File: src/rtl/midi_msg_decoder.sv
// MIDI byte-stream decoder: tracks running status and emits one registered
// strobe per complete Note On/Off; other traffic is filtered, aborts are counted.
`timescale 1ns/1ps
module midi_msg_decoder #(
  parameter int BYTE_TIMEOUT = 2_000_000
) (
  input  logic       clk_in,
  input  logic       rst_in,
  input  logic [7:0] byte_in,
  input  logic       byte_valid_in,
  output logic [7:0] midi_velocity_out,
  output logic [7:0] midi_received_note_out,
  output logic [3:0] midi_channel_out,
  output logic       midi_status_out,
  output logic       midi_data_ready_out,
  output logic [7:0] drop_count_out
);

  localparam int CNT_W = $clog2(BYTE_TIMEOUT + 1);
  localparam logic [CNT_W-1:0] CNT_LAST = CNT_W'(BYTE_TIMEOUT - 1);

  typedef enum logic [1:0] {ST_IDLE, ST_WAIT_D1, ST_WAIT_D2} state_t;
  typedef enum logic [1:0] {RS_NONE, RS_NOTE, RS_OTHER, RS_SYSEX} rs_kind_t;

  state_t     state_q, state_d;
  rs_kind_t   rs_kind_q, rs_kind_d;
  logic       rs_on_q, rs_on_d;
  logic [3:0] rs_ch_q, rs_ch_d;
  logic [7:0] note_q, note_d;
  logic [CNT_W-1:0] cnt_q, cnt_d;
  logic [7:0] vel_out_q, vel_out_d;
  logic [7:0] note_out_q, note_out_d;
  logic [3:0] ch_out_q, ch_out_d;
  logic       status_out_q, status_out_d;
  logic       ready_q, ready_d;
  logic [7:0] drop_q, drop_d;
  logic       drop_inc;

  logic is_rt, is_status, is_data;
  assign is_rt     = byte_valid_in && (byte_in >= 8'hF8);
  assign is_status = byte_valid_in && byte_in[7] && !is_rt;
  assign is_data   = byte_valid_in && !byte_in[7];

  always_comb begin
    state_d      = state_q;
    rs_kind_d    = rs_kind_q;
    rs_on_d      = rs_on_q;
    rs_ch_d      = rs_ch_q;
    note_d       = note_q;
    cnt_d        = cnt_q;
    vel_out_d    = vel_out_q;
    note_out_d   = note_out_q;
    ch_out_d     = ch_out_q;
    status_out_d = status_out_q;
    ready_d      = 1'b0;
    drop_inc     = 1'b0;
    drop_d       = drop_q;

    if (is_status) begin
      drop_inc = (state_q == ST_WAIT_D2);
      cnt_d    = '0;
      if (byte_in[7:5] == 3'b100) begin
        rs_kind_d = RS_NOTE;
        rs_on_d   = byte_in[4];
        rs_ch_d   = byte_in[3:0];
        state_d   = ST_WAIT_D1;
      end else if (byte_in < 8'hF0) begin
        rs_kind_d = RS_OTHER;
        state_d   = ST_IDLE;
      end else if (byte_in == 8'hF0) begin
        rs_kind_d = RS_SYSEX;
        state_d   = ST_IDLE;
      end else begin
        rs_kind_d = RS_NONE;
        state_d   = ST_IDLE;
      end
    end else if (is_data) begin
      case (state_q)
        ST_IDLE: drop_inc = (rs_kind_q == RS_NONE);
        ST_WAIT_D1: begin
          note_d  = byte_in;
          state_d = ST_WAIT_D2;
          cnt_d   = '0;
        end
        ST_WAIT_D2: begin
          vel_out_d    = byte_in;
          note_out_d   = note_q;
          ch_out_d     = rs_ch_q;
          status_out_d = rs_on_q && (byte_in != 8'h00);
          ready_d      = 1'b1;
          state_d      = ST_WAIT_D1;
          cnt_d        = '0;
        end
        default: state_d = ST_IDLE;
      endcase
    end else if (!byte_valid_in && state_q == ST_WAIT_D2) begin
      // Real-time bytes fall through here untouched, so they freeze the timer.
      if (cnt_q == CNT_LAST) begin
        state_d  = ST_WAIT_D1;
        cnt_d    = '0;
        drop_inc = 1'b1;
      end else begin
        cnt_d = cnt_q + CNT_W'(1);
      end
    end

    if (drop_inc && drop_q != 8'hFF) drop_d = drop_q + 8'd1;
  end

  always_ff @(posedge clk_in or posedge rst_in) begin
    if (rst_in) begin
      state_q      <= ST_IDLE;
      rs_kind_q    <= RS_NONE;
      rs_on_q      <= 1'b0;
      rs_ch_q      <= 4'h0;
      note_q       <= 8'h00;
      cnt_q        <= '0;
      vel_out_q    <= 8'h00;
      note_out_q   <= 8'h00;
      ch_out_q     <= 4'h0;
      status_out_q <= 1'b0;
      ready_q      <= 1'b0;
      drop_q       <= 8'h00;
    end else begin
      state_q      <= state_d;
      rs_kind_q    <= rs_kind_d;
      rs_on_q      <= rs_on_d;
      rs_ch_q      <= rs_ch_d;
      note_q       <= note_d;
      cnt_q        <= cnt_d;
      vel_out_q    <= vel_out_d;
      note_out_q   <= note_out_d;
      ch_out_q     <= ch_out_d;
      status_out_q <= status_out_d;
      ready_q      <= ready_d;
      drop_q       <= drop_d;
    end
  end

  assign midi_velocity_out      = vel_out_q;
  assign midi_received_note_out = note_out_q;
  assign midi_channel_out       = ch_out_q;
  assign midi_status_out        = status_out_q;
  assign midi_data_ready_out    = ready_q;
  assign drop_count_out         = drop_q;

endmodule

File: config.mk
export PLATFORM = sky130hd
export DESIGN_NAME = midi_msg_decoder
export DESIGN_NICKNAME = d
export VERILOG_FILES = /design/src/rtl/midi_msg_decoder.sv
export SDC_FILE = /design/constraint.sdc
export NUM_CORES = 1
export LEC_CHECK = 0
export BUFFER_PORTS_ARGS = -buffer_cell sky130_fd_sc_hd__buf_2
export CAP_MARGIN = 20
export CORE_ASPECT_RATIO = 0.5
export CORE_MARGIN = 2
export CORE_UTILIZATION = 40
export CTS_BUF_LIST = sky130_fd_sc_hd__clkbuf_4 sky130_fd_sc_hd__clkbuf_8
export CTS_CLUSTER_DIAMETER = 80
export CTS_CLUSTER_SIZE = 28
export DETAILED_ROUTE_END_ITERATION = 10
export HOLD_SLACK_MARGIN = 0.08
export PLACE_DENSITY_LB_ADDON = 0.15
export REMOVE_ABC_BUFFERS = 1
export SLEW_MARGIN = 20
export SYNTH_ARGS = -nofsm -noshare
export SYNTH_HDL_FRONTEND = slang
export SYNTH_SLANG_ARGS = --single-unit
File: constraint.sdc
create_clock -name clk_in -period 2.3 [get_ports clk_in]
set_input_delay 0.115 -clock clk_in [delete_from_list [all_inputs] [get_ports clk_in]]
set_output_delay 0.115 -clock clk_in [all_outputs]
set_load 0.03 [all_outputs]
==> flow_summary.ini, run 1 <==
[setup_path]
r2r_start = cnt_q[16]
reg2reg_slack_ns = 0.13
critPathMaxStageDelay_ns = 0.57
critPathLaunch = cnt_q[16]
critical_path_class = flip-flop to flip-flop
worst-path-buf-inv = 0
worstSetupEndpointType = flip-flop
cp.required_ns = 2.54
slowest_stage = or4b_4
crit_family = simple AND/OR/NAND/NOR gates
worst_setup_path_start_kind = flip-flop
path_max_fanout = 7
critPathArrivalTime_ns = 2.42
crit_chain = or4b_4 > nor4_4 > a31oi_4 > or2_4 > mux2_4

[yosys]
yosys-top-cells-area = dfrtp_1 53%, mux2_2 12%, nand2_1 3.5%, nand3_1 2.6%, o21ai_0 2.5%
yosysMostFrequentCell = dfrtp_1
syn_area_per_cell_um2 = 11.1
synth_edf_count = 0
syn-cell-area_mm2 = 0.00322
synth_seq_cells = 68
yosys.area.top_type = dfrtp_1
synth_cell_types = 49
synth_top_cell_area_share_pct = 52.8
yosysWarnings = 0
netlist_instances = 289
synth_top_cells_by_count = 68 x dfrtp_1, 33 x mux2_2, 30 x nand2_1
synth.yosys.seq_area_share_pct = 52.8
synth_async_sr_flop_share_pct = 100
synth_ff_type = dfrtp_1

[power]
p_leak_uw = 0.00180
peakVddDrop_mv = 0.380
powerDensity_mw_per_mm2 = 988

[floorplanning]
die_w_um = 131
std_cell_rows = 23
die-area_mm2 = 0.00883
die_y_um = 67.5
io-pin-count = 41
core-area_mm2 = 0.00791
initial_core_util_pct = 40.7

[place]
gp_congestion = 0.788
dp_slack_ns = 0.137
post_dp_cell_area_mm2 = 0.00365
port_buffers = 40
placedCellCount = 448
dp_hpwl_mm = 4.92

[flow_run]
drv_cap = 0

[grt]
grt_max_degree = 38
grt_pass1_vias = 2415
track_usage_pct = 17.5
grt_antenna_before_repair = 0
grt_overflow = 0
grt_pass1_wl_mm = 11.6

[cts]
clk_latency_ns = 0.36
clock_path_buffers = 2
clock_sinks = 68
cts_buffers = 9
cts_tree = yes
post-cts-setup-buffers = 0
clk_pin_slew_ns = 0.08
cts_root_buffer = clkbuf_8
h-tree-depth = 3

[timing]
finalHoldViolCount = 0
fin_worst_skew_ns = 0.00966
maxSlewViolCount = 0
max_freq_ghz = 0.460
min_period_ns = 2.17
rsz0062_at_grt = false
fin_crit_sh_pct = 94.5
tightestPinTransition_ns = 0.669
slew_headroom_pct = 55.3
setup_violations = 0
setup_ws_ns = 0.126
finalSetupTns_ns = 0

[min_path]
min_path_type = input port to flip-flop
hold_start = byte_in[3]

[finish]
drive_above_1_share_pct = 32.9
syn_to_final_growth_pct = 21.9
num-nets-final = 370
fin_cells = 471
diodes = 0
stdcell_area_mm2 = 0.00393

[route]
viasPerCell = 5.18
drtIter0Drc = 99
wl_mm = 7.09
num_vias = 2442
wire_per_inst_um = 15.1
drtAntennaViolNets = 0
drt_first_pass_iters = 4
drt_drc_violations_left = 0

[status]
status = finished clean
cell families after synthesis:
family                     after synthesis  share of synthesized area [%]
xor gates and xnor gates                 7                           1.90
adders and majority gates                5                           1.94
muxes                                   39                           13.6
AOI/OAI and AO/OA                       49                           10.1
and+or+nand+nor                        108                           18.0
DFF                                     68                           52.8
buffers and inverters                   13                           1.63
state kept, by name (all words and copies together), names as in the netlist:
name                    flops
cnt_q                      21
drop_count_out              8
midi_channel_out            4
midi_data_ready_out         1
midi_received_note_out      8
midi_status_out             1
midi_velocity_out           8
note_q                      8
rs_ch_q                     4
rs_kind_q                   2
rs_on_q                     1
state_q                     2
cell usage in the layout, fill, tap and decap left out, drive strengths merged, types with 7 or more instances in the layout:
| cell type | synthesis | final |
|---|---|---|
| nor4 | 7 | 7 |
| clkbuf | 4 | 9 |
| nor2 | 14 | 14 |
| dlygate4sd3 | 0 | 7 |
| nand3 | 17 | 17 |
| buf | 3 | 54 |
| nor3 | 10 | 10 |
| dfrtp | 68 | 68 |
| nand2 | 30 | 30 |
| a21oi | 13 | 13 |
| o21ai | 16 | 16 |
| mux2 | 34 | 34 |
| nand4 | 7 | 7 |
report_power, final:
| group | switching [µW] | internal [µW] | leakage (µW) |
|---|---|---|---|
| clock | 487 | 505 | 0.0000994 |
| combinational | 717 | 459 | 0.000811 |
| sequential | 203 | 1510 | 0.000885 |
through the flow:
step / power, µW / utilization [%] / hold WS (ns)
2_1_floorplan: 2530 / - / 0.266
3_3_place_gp: 2870 / 46.1 / 0.244
3_5_place_dp: 2910 / 46.1 / 0.254
4_1_cts: 3930 / 49.5 / 0.109
5_1_grt: 4120 / 49.6 / 0.119
6_report: 3880 / 49.6 / 0.111
final timing paths:
| kind | end | cells after the start |
|---|---|---|
| min reg2reg | midi_velocity_out[7] | 1 |
| min in group asynchronous | rs_kind_q[1] | 3 |
| max reg2reg | drop_count_out[1] | 5 |
| max in group asynchronous | cnt_q[14] | 4 |
| min | note_q[3] | 2 |
| max | drop_count_out[1] | 5 |
area by class of cell:
| type | instances | area (µm²) |
|---|---|---|
| fillers | 732 | 3990 |
| flip-flops and latches | 68 | 1700 |
| multi-input cells | 208 | 1470 |
| repair buffers | 61 | 388 |
| well taps | 112 | 140 |
| clock buffers | 9 | 124 |
| clock inverters | 7 | 77.6 |
| inverters | 6 | 22.5 |
per-layer routing:
metal  vias up  GRT usage, %  share of wire, %
met5         -             0                 0
met4         0          6.25              0.38
met3         4          5.31               4.8
met2        50          27.2                47
met1      1190          23.5                48
li1       1198             -                 -
what timing repair did:
item / CTS / global route
hold buffers: 7 / 0
resized for setup: 0 / 1
hold endpoints to repair: 47 / 0
setup endpoints to repair: 0 / 3
Power figures use the tool's default switching activity.
==> run 2: changes to the inputs <==
--- a/config.mk
+++ b/config.mk
@@ -17,7 +17,6 @@
 export HOLD_SLACK_MARGIN = 0.08
 export PLACE_DENSITY_LB_ADDON = 0.15
 export REMOVE_ABC_BUFFERS = 1
-export SLEW_MARGIN = 20
 export SYNTH_ARGS = -nofsm -noshare
 export SYNTH_HDL_FRONTEND = slang
 export SYNTH_SLANG_ARGS = --single-unit
==> constraint.sdc (replaced) <==
create_clock -name clk_in -period 2.46 [get_ports clk_in]
set_input_delay 0.123 -clock clk_in [delete_from_list [all_inputs] [get_ports clk_in]]
set_output_delay 0.123 -clock clk_in [all_outputs]
set_load 0.03 [all_outputs]
==> flow_summary.ini, run 2 (synthesized netlist as in run 1, its figures left out) <==
[route]
wire_per_inst_um = 15.0
drtAntennaViolNets = 0
route.met2.wl_mm = 3.19
m1WireLength_mm = 3.46
met3_length_um = 282
drt_drc_violations_left = 0
num_vias = 2490
viasPerCell = 5.31
wl_mm = 7.01
drtIter0Drc = 184
drt_first_pass_iters = 4
routed.top_layer = met4

[place]
dp_hpwl_mm = 4.83
gp_congestion = 0.867
port_buffers = 40
placedCellCount = 446

[finish]
final_common_cell = dfrtp_1
regArea_mm2 = 0.00170
diodes = 0
syn_to_final_growth_pct = 21.8
fin_cells = 469
top_register = cnt_q
num-nets-final = 368
multi_input_area_mm2 = 0.00147
largest_reg_flops = 21
mostFrequentLayoutCells = 68 x dfrtp_1, 40 x buf_2, 33 x mux2_2
utilization_pct = 49.6
drive_above_1_share_pct = 32.2
fillerInstances = 724

[setup_path]
crit_chain = or4b_1 > nor3_1 > a21oi_2 > a31oi_2 > mux2_2
critPathArrivalTime_ns = 2.41
slowest_stage = or4b_1
critical_path_class = flip-flop to flip-flop
worstSetupEndpointType = flip-flop
worst_setup_path_start_kind = flip-flop
critPathMaxStageDelay_ns = 0.56
cp.required_ns = 2.69
path_max_fanout = 8

[grt]
grt_overflow = 0
grt_pass1_wl_mm = 11.7
track_usage_pct = 17.3
grt_pass1_vias = 2400
grt_max_degree = 38
grt_antenna_before_repair = 0

[timing]
setup_violations = 0
min_period_ns = 2.18
slew_headroom_pct = 48.9
max_freq_ghz = 0.460
finalSetupTns_ns = 0
rsz0062_at_grt = false
fin_worst_skew_ns = 0.00597
finalHoldViolCount = 0
fin_crit_sh_pct = 88.4
tightestPinTransition_ns = 0.767
holdWs_ns = 0.139
maxSlewViolCount = 0

[cts]
clock_path_buffers = 2
clk_latency_ns = 0.35
cts_root_buffer = clkbuf_8
h-tree-depth = 3
cts_buffers = 9
post-cts-setup-buffers = 0
clk_pin_slew_ns = 0.08
clock_sinks = 68
cts_tree = yes

[flow_run]
drv_cap = 0

[power]
power_uw = 3710
p_leak_uw = 0.00179
powerDensity_mw_per_mm2 = 944
peakVddDrop_mv = 0.412

[floorplanning]
initial_core_util_pct = 40.7
io-pin-count = 41
std_cell_rows = 23
core-area_mm2 = 0.00791
die_w_um = 131
die-area_mm2 = 0.00883
die_y_um = 67.5

[min_path]
min_path_type = input port to flip-flop

[status]
status = finished clean
==> run 2: per-stage QoR <==
| stage | instance area (µm²) | worst slack [ns] |
|---|---|---|
| CTS | 3930 | 0.244 |
| floorplan | 3190 | 0.334 |
| global placement | 3630 | 0.352 |
| detailed placement | 3630 | 0.253 |
| finish | 3930 | 0.285 |
| global route | 3930 | 0.140 |
==> run 2: layout make-up <==
cell class,count,share of cell area (%)
Clock buffer,10,3.35
Clock inverter,6,2.26
Inverter,6,0.574
Multi-Input combinational cell,208,37.4
Sequential cell,68,43.4
Tap cell,112,3.57
Timing Repair Buffer,59,9.50
==> run 2: worst paths after layout <==
check / startpoint / end / slack (ns) / cells past startpoint
worst max-delay path: cnt_q[11] / state_q[0] / 0.28 / 5
worst min-delay path: byte_in[3] / note_q[3] / 0.14 / 2
worst max register to register: cnt_q[11] / state_q[0] / 0.28 / 5
worst min register to register: note_q[7] / note_q[7] / 0.49 / 1
max in group asynchronous: rst_in / cnt_q[14] / 1.40 / 4
min in group asynchronous: rst_in / rs_on_q / 0.42 / 3
==> run 2: report_power, final <==
part	switching, µW	total [µW]	internal [µW]
clock	427	1010	581
sequential	191	1600	1410
combinational	667	1100	429
==> run 2: worst max-delay path, delay by kind of cell (launching register included) <==
kind	cells	cell delay, ns
AOI/OAI and AO/OA	2	0.35
and+or+nand+nor	2	0.91
muxes	1	0.36
DFF	1	0.44
==> run 2: what timing repair did <==
| item | in CTS | in global routing |
|---|---|---|
| hold endpoints to repair | 47 | 0 |
| hold buffers | 7 | 0 |
| gates resized for setup | 0 | 0 |
==> run 2: layer usage <==
metal  global-route usage, %  vias to the layer above
met3                    4.83                       10
met4                    6.38                        0
met2                    27.0                       59
met1                    23.5                     1234
met5                       0                        -
li1                        -                     1187
